`src/rtl/mem_access_arbiter_if.sv`:
```
// Bundle of the fetch port, data port and RAM side signals around the arbiter.
// The slave view belongs to the arbiter; the master view belongs to requesters and RAM.
interface mem_access_arbiter_if;
  logic        if_req;
  logic [15:0] if_addr;
  logic        if_done;
  logic [31:0] if_rdata;

  logic        dm_req;
  logic        dm_rw;
  logic [15:0] dm_addr;
  logic [31:0] dm_wdata;
  logic        dm_done;
  logic [31:0] dm_rdata;

  logic        ram_en;
  logic        ram_rw_flag;
  logic [15:0] ram_addr;
  logic [31:0] ram_data_out;
  logic [31:0] ram_data_in;

  logic        busy;

  modport slave (
    input  if_req, if_addr,
    input  dm_req, dm_rw, dm_addr, dm_wdata,
    input  ram_data_in,
    output if_done, if_rdata,
    output dm_done, dm_rdata,
    output ram_en, ram_rw_flag, ram_addr, ram_data_out,
    output busy
  );

  modport master (
    output if_req, if_addr,
    output dm_req, dm_rw, dm_addr, dm_wdata,
    output ram_data_in,
    input  if_done, if_rdata,
    input  dm_done, dm_rdata,
    input  ram_en, ram_rw_flag, ram_addr, ram_data_out,
    input  busy
  );
endinterface

```
`src/rtl/mem_access_arbiter.sv`:
```
// Round-robin arbiter sharing one single-port RAM between instruction fetch and
// the load/store path; one access in flight, fixed read latency.
module mem_access_arbiter #(
  parameter int RAM_LATENCY = 1
) (
  input logic                  clk,
  input logic                  rst,
  mem_access_arbiter_if.slave  bus
);

  localparam logic [3:0] LAT = 4'(RAM_LATENCY);

  typedef enum logic [1:0] {IDLE, ISSUE, WAIT, DONE} state_t;

  state_t      state_reg, state_next;
  logic [3:0]  cnt_reg;
  logic        last_dm_reg;
  logic        owner_dm_reg;
  logic        rw_reg;
  logic [15:0] addr_reg;
  logic [31:0] wdata_reg;
  logic [31:0] if_rdata_reg;
  logic [31:0] dm_rdata_reg;

  logic grant;
  logic grant_dm;
  logic last_wait;
  logic ram_en;
  logic if_done;
  logic dm_done;
  logic busy;

  always_ff @(posedge clk) begin
    if (rst) begin
      state_reg <= IDLE;
    end else begin
      state_reg <= state_next;
    end
  end

  // Tie goes to whichever port did not own the previous access.
  always_comb begin
    state_next = state_reg;
    grant      = 1'b0;
    grant_dm   = 1'b0;
    last_wait  = 1'b0;
    ram_en     = 1'b0;
    if_done    = 1'b0;
    dm_done    = 1'b0;
    busy       = 1'b1;
    case (state_reg)
      IDLE: begin
        busy = 1'b0;
        if (bus.if_req || bus.dm_req) begin
          grant      = 1'b1;
          grant_dm   = bus.dm_req && (!bus.if_req || !last_dm_reg);
          state_next = ISSUE;
        end
      end
      ISSUE: begin
        ram_en     = 1'b1;
        state_next = WAIT;
      end
      WAIT: begin
        if (cnt_reg == 4'd1) begin
          last_wait  = 1'b1;
          state_next = DONE;
        end
      end
      DONE: begin
        if_done    = !owner_dm_reg;
        dm_done    = owner_dm_reg;
        state_next = IDLE;
      end
      default: state_next = IDLE;
    endcase
  end

  always_ff @(posedge clk) begin
    if (rst) begin
      cnt_reg      <= 4'd0;
      last_dm_reg  <= 1'b0;
      owner_dm_reg <= 1'b0;
      rw_reg       <= 1'b0;
      addr_reg     <= 16'd0;
      wdata_reg    <= 32'd0;
      if_rdata_reg <= 32'd0;
      dm_rdata_reg <= 32'd0;
    end else begin
      // Requester fields are frozen here; later changes on the ports are ignored.
      if (grant) begin
        owner_dm_reg <= grant_dm;
        if (grant_dm) begin
          addr_reg  <= bus.dm_addr;
          rw_reg    <= bus.dm_rw;
          wdata_reg <= bus.dm_wdata;
        end else begin
          addr_reg  <= bus.if_addr;
          rw_reg    <= 1'b1;
        end
      end
      if (state_reg == ISSUE) begin
        cnt_reg <= LAT;
      end else if (state_reg == WAIT) begin
        cnt_reg <= cnt_reg - 4'd1;
      end
      if (last_wait && rw_reg) begin
        if (owner_dm_reg) begin
          dm_rdata_reg <= bus.ram_data_in;
        end else begin
          if_rdata_reg <= bus.ram_data_in;
        end
      end
      if (state_reg == DONE) begin
        last_dm_reg <= owner_dm_reg;
      end
    end
  end

  assign bus.ram_en       = ram_en;
  assign bus.ram_rw_flag  = rw_reg;
  assign bus.ram_addr     = addr_reg;
  assign bus.ram_data_out = wdata_reg;
  assign bus.if_done      = if_done;
  assign bus.dm_done      = dm_done;
  assign bus.if_rdata     = if_rdata_reg;
  assign bus.dm_rdata     = dm_rdata_reg;
  assign bus.busy         = busy;

endmodule

```
`src/flat_wrapper.sv`:
```
// flat-port wrapper written by rule: the top's interface ports become plain ports
module mem_access_arbiter_flat 
#(
  parameter int RAM_LATENCY = 1
)
  (clk, rst, bus_if_req, bus_if_addr, bus_dm_req, bus_dm_rw, bus_dm_addr, bus_dm_wdata, bus_ram_data_in, bus_if_done, bus_if_rdata, bus_dm_done, bus_dm_rdata, bus_ram_en, bus_ram_rw_flag, bus_ram_addr, bus_ram_data_out, bus_busy);
  mem_access_arbiter_if bus_i ();
  input logic clk;
  input logic rst;
  input wire logic [$bits(bus_i.if_req)-1:0] bus_if_req;
  input wire logic [$bits(bus_i.if_addr)-1:0] bus_if_addr;
  input wire logic [$bits(bus_i.dm_req)-1:0] bus_dm_req;
  input wire logic [$bits(bus_i.dm_rw)-1:0] bus_dm_rw;
  input wire logic [$bits(bus_i.dm_addr)-1:0] bus_dm_addr;
  input wire logic [$bits(bus_i.dm_wdata)-1:0] bus_dm_wdata;
  input wire logic [$bits(bus_i.ram_data_in)-1:0] bus_ram_data_in;
  output wire logic [$bits(bus_i.if_done)-1:0] bus_if_done;
  output wire logic [$bits(bus_i.if_rdata)-1:0] bus_if_rdata;
  output wire logic [$bits(bus_i.dm_done)-1:0] bus_dm_done;
  output wire logic [$bits(bus_i.dm_rdata)-1:0] bus_dm_rdata;
  output wire logic [$bits(bus_i.ram_en)-1:0] bus_ram_en;
  output wire logic [$bits(bus_i.ram_rw_flag)-1:0] bus_ram_rw_flag;
  output wire logic [$bits(bus_i.ram_addr)-1:0] bus_ram_addr;
  output wire logic [$bits(bus_i.ram_data_out)-1:0] bus_ram_data_out;
  output wire logic [$bits(bus_i.busy)-1:0] bus_busy;
  assign bus_i.if_req = bus_if_req;
  assign bus_i.if_addr = bus_if_addr;
  assign bus_i.dm_req = bus_dm_req;
  assign bus_i.dm_rw = bus_dm_rw;
  assign bus_i.dm_addr = bus_dm_addr;
  assign bus_i.dm_wdata = bus_dm_wdata;
  assign bus_i.ram_data_in = bus_ram_data_in;
  assign bus_if_done = bus_i.if_done;
  assign bus_if_rdata = bus_i.if_rdata;
  assign bus_dm_done = bus_i.dm_done;
  assign bus_dm_rdata = bus_i.dm_rdata;
  assign bus_ram_en = bus_i.ram_en;
  assign bus_ram_rw_flag = bus_i.ram_rw_flag;
  assign bus_ram_addr = bus_i.ram_addr;
  assign bus_ram_data_out = bus_i.ram_data_out;
  assign bus_busy = bus_i.busy;
  mem_access_arbiter #(.RAM_LATENCY(RAM_LATENCY)) u_core (.clk(clk), .rst(rst), .bus(bus_i));
endmodule
```
`config.mk`:
```
export PLATFORM = sky130hd
export DESIGN_NAME = mem_access_arbiter_flat
export DESIGN_NICKNAME = d
export VERILOG_FILES = /design/src/rtl/mem_access_arbiter_if.sv /design/src/rtl/mem_access_arbiter.sv /design/src/flat_wrapper.sv
export SDC_FILE = /design/constraint.sdc
export NUM_CORES = 1
export LEC_CHECK = 0
export ABC_CLOCK_PERIOD_IN_PS = 4400
export CAP_MARGIN = 20
export CORE_ASPECT_RATIO = 0.75
export CORE_MARGIN = 3
export CORE_UTILIZATION = 48
export CTS_BUF_LIST = sky130_fd_sc_hd__clkbuf_2
export DETAILED_ROUTE_END_ITERATION = 12
export GPL_TIMING_DRIVEN = 0
export HOLD_SLACK_MARGIN = 0.15
export PLACE_DENSITY = 0.89
export SETUP_SLACK_MARGIN = 0.15
export SLEW_MARGIN = 20
export SYNTH_ARGS = -nofsm -noshare
export SYNTH_HDL_FRONTEND = slang
export SYNTH_SLANG_ARGS = --single-unit
export TNS_END_PERCENT = 10
```
`constraint.sdc`:
```
create_clock -name clk -period 4.4 [get_ports clk]
set_input_delay 1.1 -clock clk [delete_from_list [all_inputs] [get_ports clk]]
set_output_delay 1.1 -clock clk [all_outputs]
set_load 0.03 [all_outputs]
```
# ---- Word level (Yosys, flattened, before mapping)
# Cells that the tools add are included.
dict set report op_classes {
  n_addsub 1
  eq_ne 6
  mux 17
  bitwise 1
  n_reduce_logical 14
}
# operator n
set ops {}
lappend ops {{16-bit two-way mux} 1}
lappend ops {{1-bit two-way mux} 13}
lappend ops {{2-bit one-hot mux with 4 select lines} 1}
lappend ops {{2-bit AND reduction} 4}
lappend ops {{2-bit equality test, second input constant} 2}
lappend ops {{4-bit by 1-bit equality test with 1-bit output, second input constant} 1}
lappend ops {{2-bit two-way mux} 2}
lappend ops {{2-bit by 1-bit inequality test with 1-bit output, second input constant} 2}
lappend ops {{4-bit by 1-bit subtractor with 4-bit output, second input constant} 1}
lappend ops {{1-bit zero test} 3}
lappend ops {{2-bit by 1-bit equality test with 1-bit output, second input constant} 1}
lappend ops {{1-bit logical AND} 2}
lappend ops {{2-bit zero test} 1}
lappend ops {{1-bit logical OR} 2}
lappend ops {{2-bit nonzero test} 1}
lappend ops {{2-bit OR reduction} 1}
lappend ops {{1-bit NOT} 1}
dict set report totals {
  regBits 121
  in_bits 101
  out_inout_bits 117
  word_cells 49
}

# ---- Logic depth before layout (Yosys ltp)
dict set report depth {
  ltp_word 6
  mapped_depth 7
}

# ---- Least setup slack after synthesis
# OpenSTA, ideal clock, no wires.
dict set report synth_timing {
  path_type {input port to flip-flop}
  from {input bus_if_req}
  to {register u_core.addr_reg[8] (netlist: u_core.bus.ram_addr[8])}
  setup_ns 0.088
  t_arrival_ns 2.062
  required_ns 4.312
  slack_ns 2.250
  path_stages 5
  path_buffers 2
  cell_sequence {and2_4 -> buf_6 -> buf_6 -> or3b_1 -> a311oi_2}
}
dict set report synth_between {
  elab_chain_len 6
}
# element line_no
set synth_lines {}
lappend synth_lines {{start: declaration} flat_wrapper.sv:10} ;# input wire logic [$bits(bus_i.if_req)-1:0] bus_if_req;
lappend synth_lines {{1-bit zero test} mem_access_arbiter.sv:56} ;# grant_dm = bus.dm_req && (!bus.if_req || !last_dm_reg);
lappend synth_lines {{1-bit logical OR} mem_access_arbiter.sv:56}
lappend synth_lines {{1-bit logical AND} mem_access_arbiter.sv:56}
lappend synth_lines {{1-bit two-way mux} mem_access_arbiter.sv:54} ;# if (bus.if_req || bus.dm_req) begin
lappend synth_lines {{1-bit two-way mux} mem_access_arbiter.sv:51} ;# case (state_reg)
lappend synth_lines {{16-bit two-way mux} mem_access_arbiter.sv:93} ;# if (grant_dm) begin
lappend synth_lines {{end signal: assignment} mem_access_arbiter.sv:94} ;# addr_reg <= bus.dm_addr;
lappend synth_lines {{end signal: assignment} mem_access_arbiter.sv:98} ;# addr_reg <= bus.if_addr;
lappend synth_lines {{end: declaration} mem_access_arbiter.sv:20} ;# logic [15:0] addr_reg;
# Parallel ways exist; a longest one is shown, timed or not.
# A chain may end at the register's enable or synchronous reset.

# ---- Worst setup path in the final report
dict set report layout_timing {
  from {register u_core.state_reg[1]}
  to {output bus_busy}
}
dict set report layout_between {
  elab_chain_len 2
}
# element line_no
set layout_lines {}
lappend layout_lines {{start: declaration} mem_access_arbiter.sv:15} ;# state_t state_reg, state_next;
lappend layout_lines {{start signal: assignment} mem_access_arbiter.sv:37} ;# state_reg <= state_next;
lappend layout_lines {{2-bit zero test} mem_access_arbiter.sv:51}
lappend layout_lines {{1-bit two-way mux} mem_access_arbiter.sv:51}
lappend layout_lines {{end: declaration} flat_wrapper.sv:25} ;# output wire logic [$bits(bus_i.busy)-1:0] bus_busy;
# Every way passes these cells.

==> out/metrics.csv <==
metric,value,unit
outcome,"complete, no violations",
TritonCTS clock tree,yes,
first-pass GRT wire length,24.9,mm
Routability Congestion,0.863,
Yosys warning count,0,
start point of the critical path,u_core.state_reg[1],
area of the core region,10500,um^2
VDD IR max,0.251,mV
area enclosed by the die boundary,12400,um^2
Area growth syn-to-layout,48.9,%
power density cells,423,nW/um^2
Die Ht,97.0,um
sequential fraction of the synthesis area,45.7,%
"Min Clock Period, post-route",3.25,ns
worst-case clock skew,0.0380,ns
critical path startpoint category,flip-flop,
met3 track demand over resource,6.18,%
total number of placement rows,32,
Placed Cells incl. Taps,892,
most frequent cells in the layout,"216 x sky130_fd_sc_hd__clkdlybuf4s50_1, 121 x sky130_fd_sc_hd__dfxtp_1, 98 x sky130_fd_sc_hd__nand2b_1, 65 x sky130_fd_sc_hd__mux2i_1, 48 x sky130_fd_sc_hd__o21ai_0",
most common library cell in the layout ignoring fill and taps,sky130_fd_sc_hd__clkdlybuf4s50_1,
r2r setup slk,2.51,ns
final antenna-violating net count,0,
total of max-cap violations,0,
worst setup path end,bus_busy,
post-synth net total,648,
hold violation total from the final report,0,
Antenna Cells,0,
top fanout value on the critical path,4,
Detailed Routing Iterations Pass 1,6,
"top cells by area, synth","sky130_fd_sc_hd__dfxtp_1 46%, sky130_fd_sc_hd__mux2i_1 12%, sky130_fd_sc_hd__nand2b_1 12%",
Worst Path Required,3.30,ns
overall via count from detail_route,4851,
cell chain of the critical path,inv_1 -> ha_1 -> inv_1 -> clkdlybuf4s50_1,
setup repair after global routing missed its margin,no,
wire length after detailed routing,15.5,mm
"Hold-fix buffers, CTS",0,
Netlist cell types,37,
CP Depth,4,
Setup WS pre-CTS,1.59,ns
number of sinks handled by clock tree synthesis,121,
worst-case reg-to-reg path depth,7,
start of the worst register-to-register path,u_core.state_reg[1],
worst slew margin relative to its limit,64.3,%
CP top delay family,buffers and inverters,
overall power of the completed layout,0.00334,W
Max Transition Viols Final,0,
number of buffers and inverters on the critical path,3,
area share of the leading cell type in the synthesized netlist,45.7,%
type of the setup path with the least slack,reg -> out,
WHS,0.485,ns
Post-layout nets,883,
overall fraction of global-route tracks in use,24.7,%
number of buffers added for setup after CTS,0,
met1 Resource Use GR,31.6,%
vias in the first global route,4867,
H-tree levels,4,
clock tree buffer depth,2,
HPWL reported at the end of detailed placement,12.0,mm
library cell contributing the largest single delay on the critical path,sky130_fd_sc_hd__clkdlybuf4s50_1,
number of flops mapped to enable cells by yosys,0,
final number of setup-violating endpoints,0,
post-detailed-route DRC marker count,0,
layout cell share with drive strength beyond 1,8.88,%
most used flip-flop cell after synthesis,sky130_fd_sc_hd__dfxtp_1,
busiest layer in global routing,met2,
"Worst Setup Slack, final",1.15,ns
clock latency on the worst-skew pair,0.66,ns
proportion of register bits with asynchronous set or reset after synthesis,0,%
critical register-to-register path endpoint,u_core.bus.ram_data_out[16],
setup TNS after final layout,0,ns
"non-filler cells, final",924,
part of the cycle the worst path needs,73.9,%
Wirelength per Cell,16.8,um
number of antenna violations at the first check in global routing,0,
category of the worst setup path capture point,primary output,
number of port buffers,216,
cell with the most instances on the worst path,sky130_fd_sc_hd__inv_1,
pin count of the biggest net entering global routing,17,
cell accounting for the most synthesized area,sky130_fd_sc_hd__dfxtp_1,
Overflow after GRT,0,
CTS Buf Count,17,
1st-iter DRT viols,300,
transition time at the pin with the least slew margin,0.536,ns
detailed-route vias per instance,5.25,
synthesis-stage register bit count,121,
global-route met2 utilization,40.1,%
syn avg cell area,9.82,um^2
WP data arrival,2.15,ns
PostCTS Resize Cnt,0,
gate count after technology mapping,540,
highest clock rate,0.308,GHz
CP peak stage delay,0.69,ns
static leakage,2.99,nW
synthesized area,5300,um^2
horizontal extent of the die,127,um
initial core utilization,50.3,%
clock transition time at the flip-flop clock pins of the worst setup and hold paths,0.17,ns
top-level I/O count,218,
classification of the worst-slack hold path,reg -> reg,
buffer cell driving the clock tree root,sky130_fd_sc_hd__clkbuf_2,
## cells in the mapped netlist (2+ instances only)
master                       n
sky130_fd_sc_hd__dfxtp_1   121
sky130_fd_sc_hd__nand2b_1   98
sky130_fd_sc_hd__mux2i_1    65
sky130_fd_sc_hd__o21ai_0    48
sky130_fd_sc_hd__or3b_1     36
sky130_fd_sc_hd__a21oi_1    33
sky130_fd_sc_hd__clkbuf_1   31
sky130_fd_sc_hd__nor2_1     22
sky130_fd_sc_hd__or3b_2     13
sky130_fd_sc_hd__a311oi_1   11
sky130_fd_sc_hd__buf_2      10
sky130_fd_sc_hd__ha_1        7
sky130_fd_sc_hd__inv_1       7
sky130_fd_sc_hd__a311oi_2    5
sky130_fd_sc_hd__buf_6       5
sky130_fd_sc_hd__nor3_1      4
sky130_fd_sc_hd__and3_1      2
sky130_fd_sc_hd__buf_1       2
sky130_fd_sc_hd__nand2_1     2
## per-layer routing
layer / wire length, um / vias up
li1: - / 2350
met1: 6760 / 2293
met2: 7450 / 168
met3: 788 / 40
met4: 518 / 0
met5: 0 / -
## tightest hold or removal path, cell delays in order, from the launching register on
cell                       delay, ns
sky130_fd_sc_hd__dfxtp_1        0.35
sky130_fd_sc_hd__nand2b_1       0.06
sky130_fd_sc_hd__mux2i_1        0.05
## area by class of cell
cell class | instances | area (um^2)
Fill cell | 745 | 2630
Multi-Input combinational cell | 363 | 2620
Sequential cell | 121 | 2420
Timing Repair Buffer | 216 | 2160
Buffer | 49 | 238
Clock inverter | 14 | 173
Tap cell | 136 | 170
Clock buffer | 18 | 90.1
Inverter | 7 | 26.3
## per-stage QoR
stage | utilization, % | cell area (um^2)
after floorplan | - | 5300
after global placement | 72.5 | 7630
after detailed placement | 72.5 | 7630
after CTS | 75.0 | 7900
after global routing | 75.0 | 7900
final | 75.0 | 7900
## worst min-delay path by stage
stage / startpoint / endpoint / slack (ns) / depth (start not counted)
4_1_cts: u_core.bus.dm_rdata[1] / u_core.bus.dm_rdata[1] / 0.49 / 2
2_1_floorplan: u_core.last_dm_reg / u_core.last_dm_reg / 0.46 / 2
6_report: u_core.bus.dm_rdata[1] / u_core.bus.dm_rdata[1] / 0.48 / 2
3_5_place_dp: u_core.bus.dm_rdata[31] / u_core.bus.dm_rdata[31] / 0.46 / 2
3_3_place_gp: u_core.bus.if_rdata[3] / u_core.bus.if_rdata[3] / 0.46 / 2
5_1_grt: u_core.bus.dm_rdata[1] / u_core.bus.dm_rdata[1] / 0.50 / 2
## cells by family after synthesis
family,share of synthesized area [%]
xor gates and xnor gates,0.330
adders and majority gates,1.65
buffers and inverters,4.98
muxes,12.3
DFF,45.7
and+or+nand+nor,23.3
AOI/OAI and AO/OA,11.8
## power by group
group          total [W]  switching, W  internal (W)  leakage, nW
Combinational    0.00125      0.000707      0.000540         1.86
Sequential       0.00133     0.0000912       0.00124        0.984
Clock           0.000759      0.000439      0.000321        0.143
Total            0.00334       0.00124       0.00210         2.99
No activity file was read; power rests on OpenSTA's default activity.
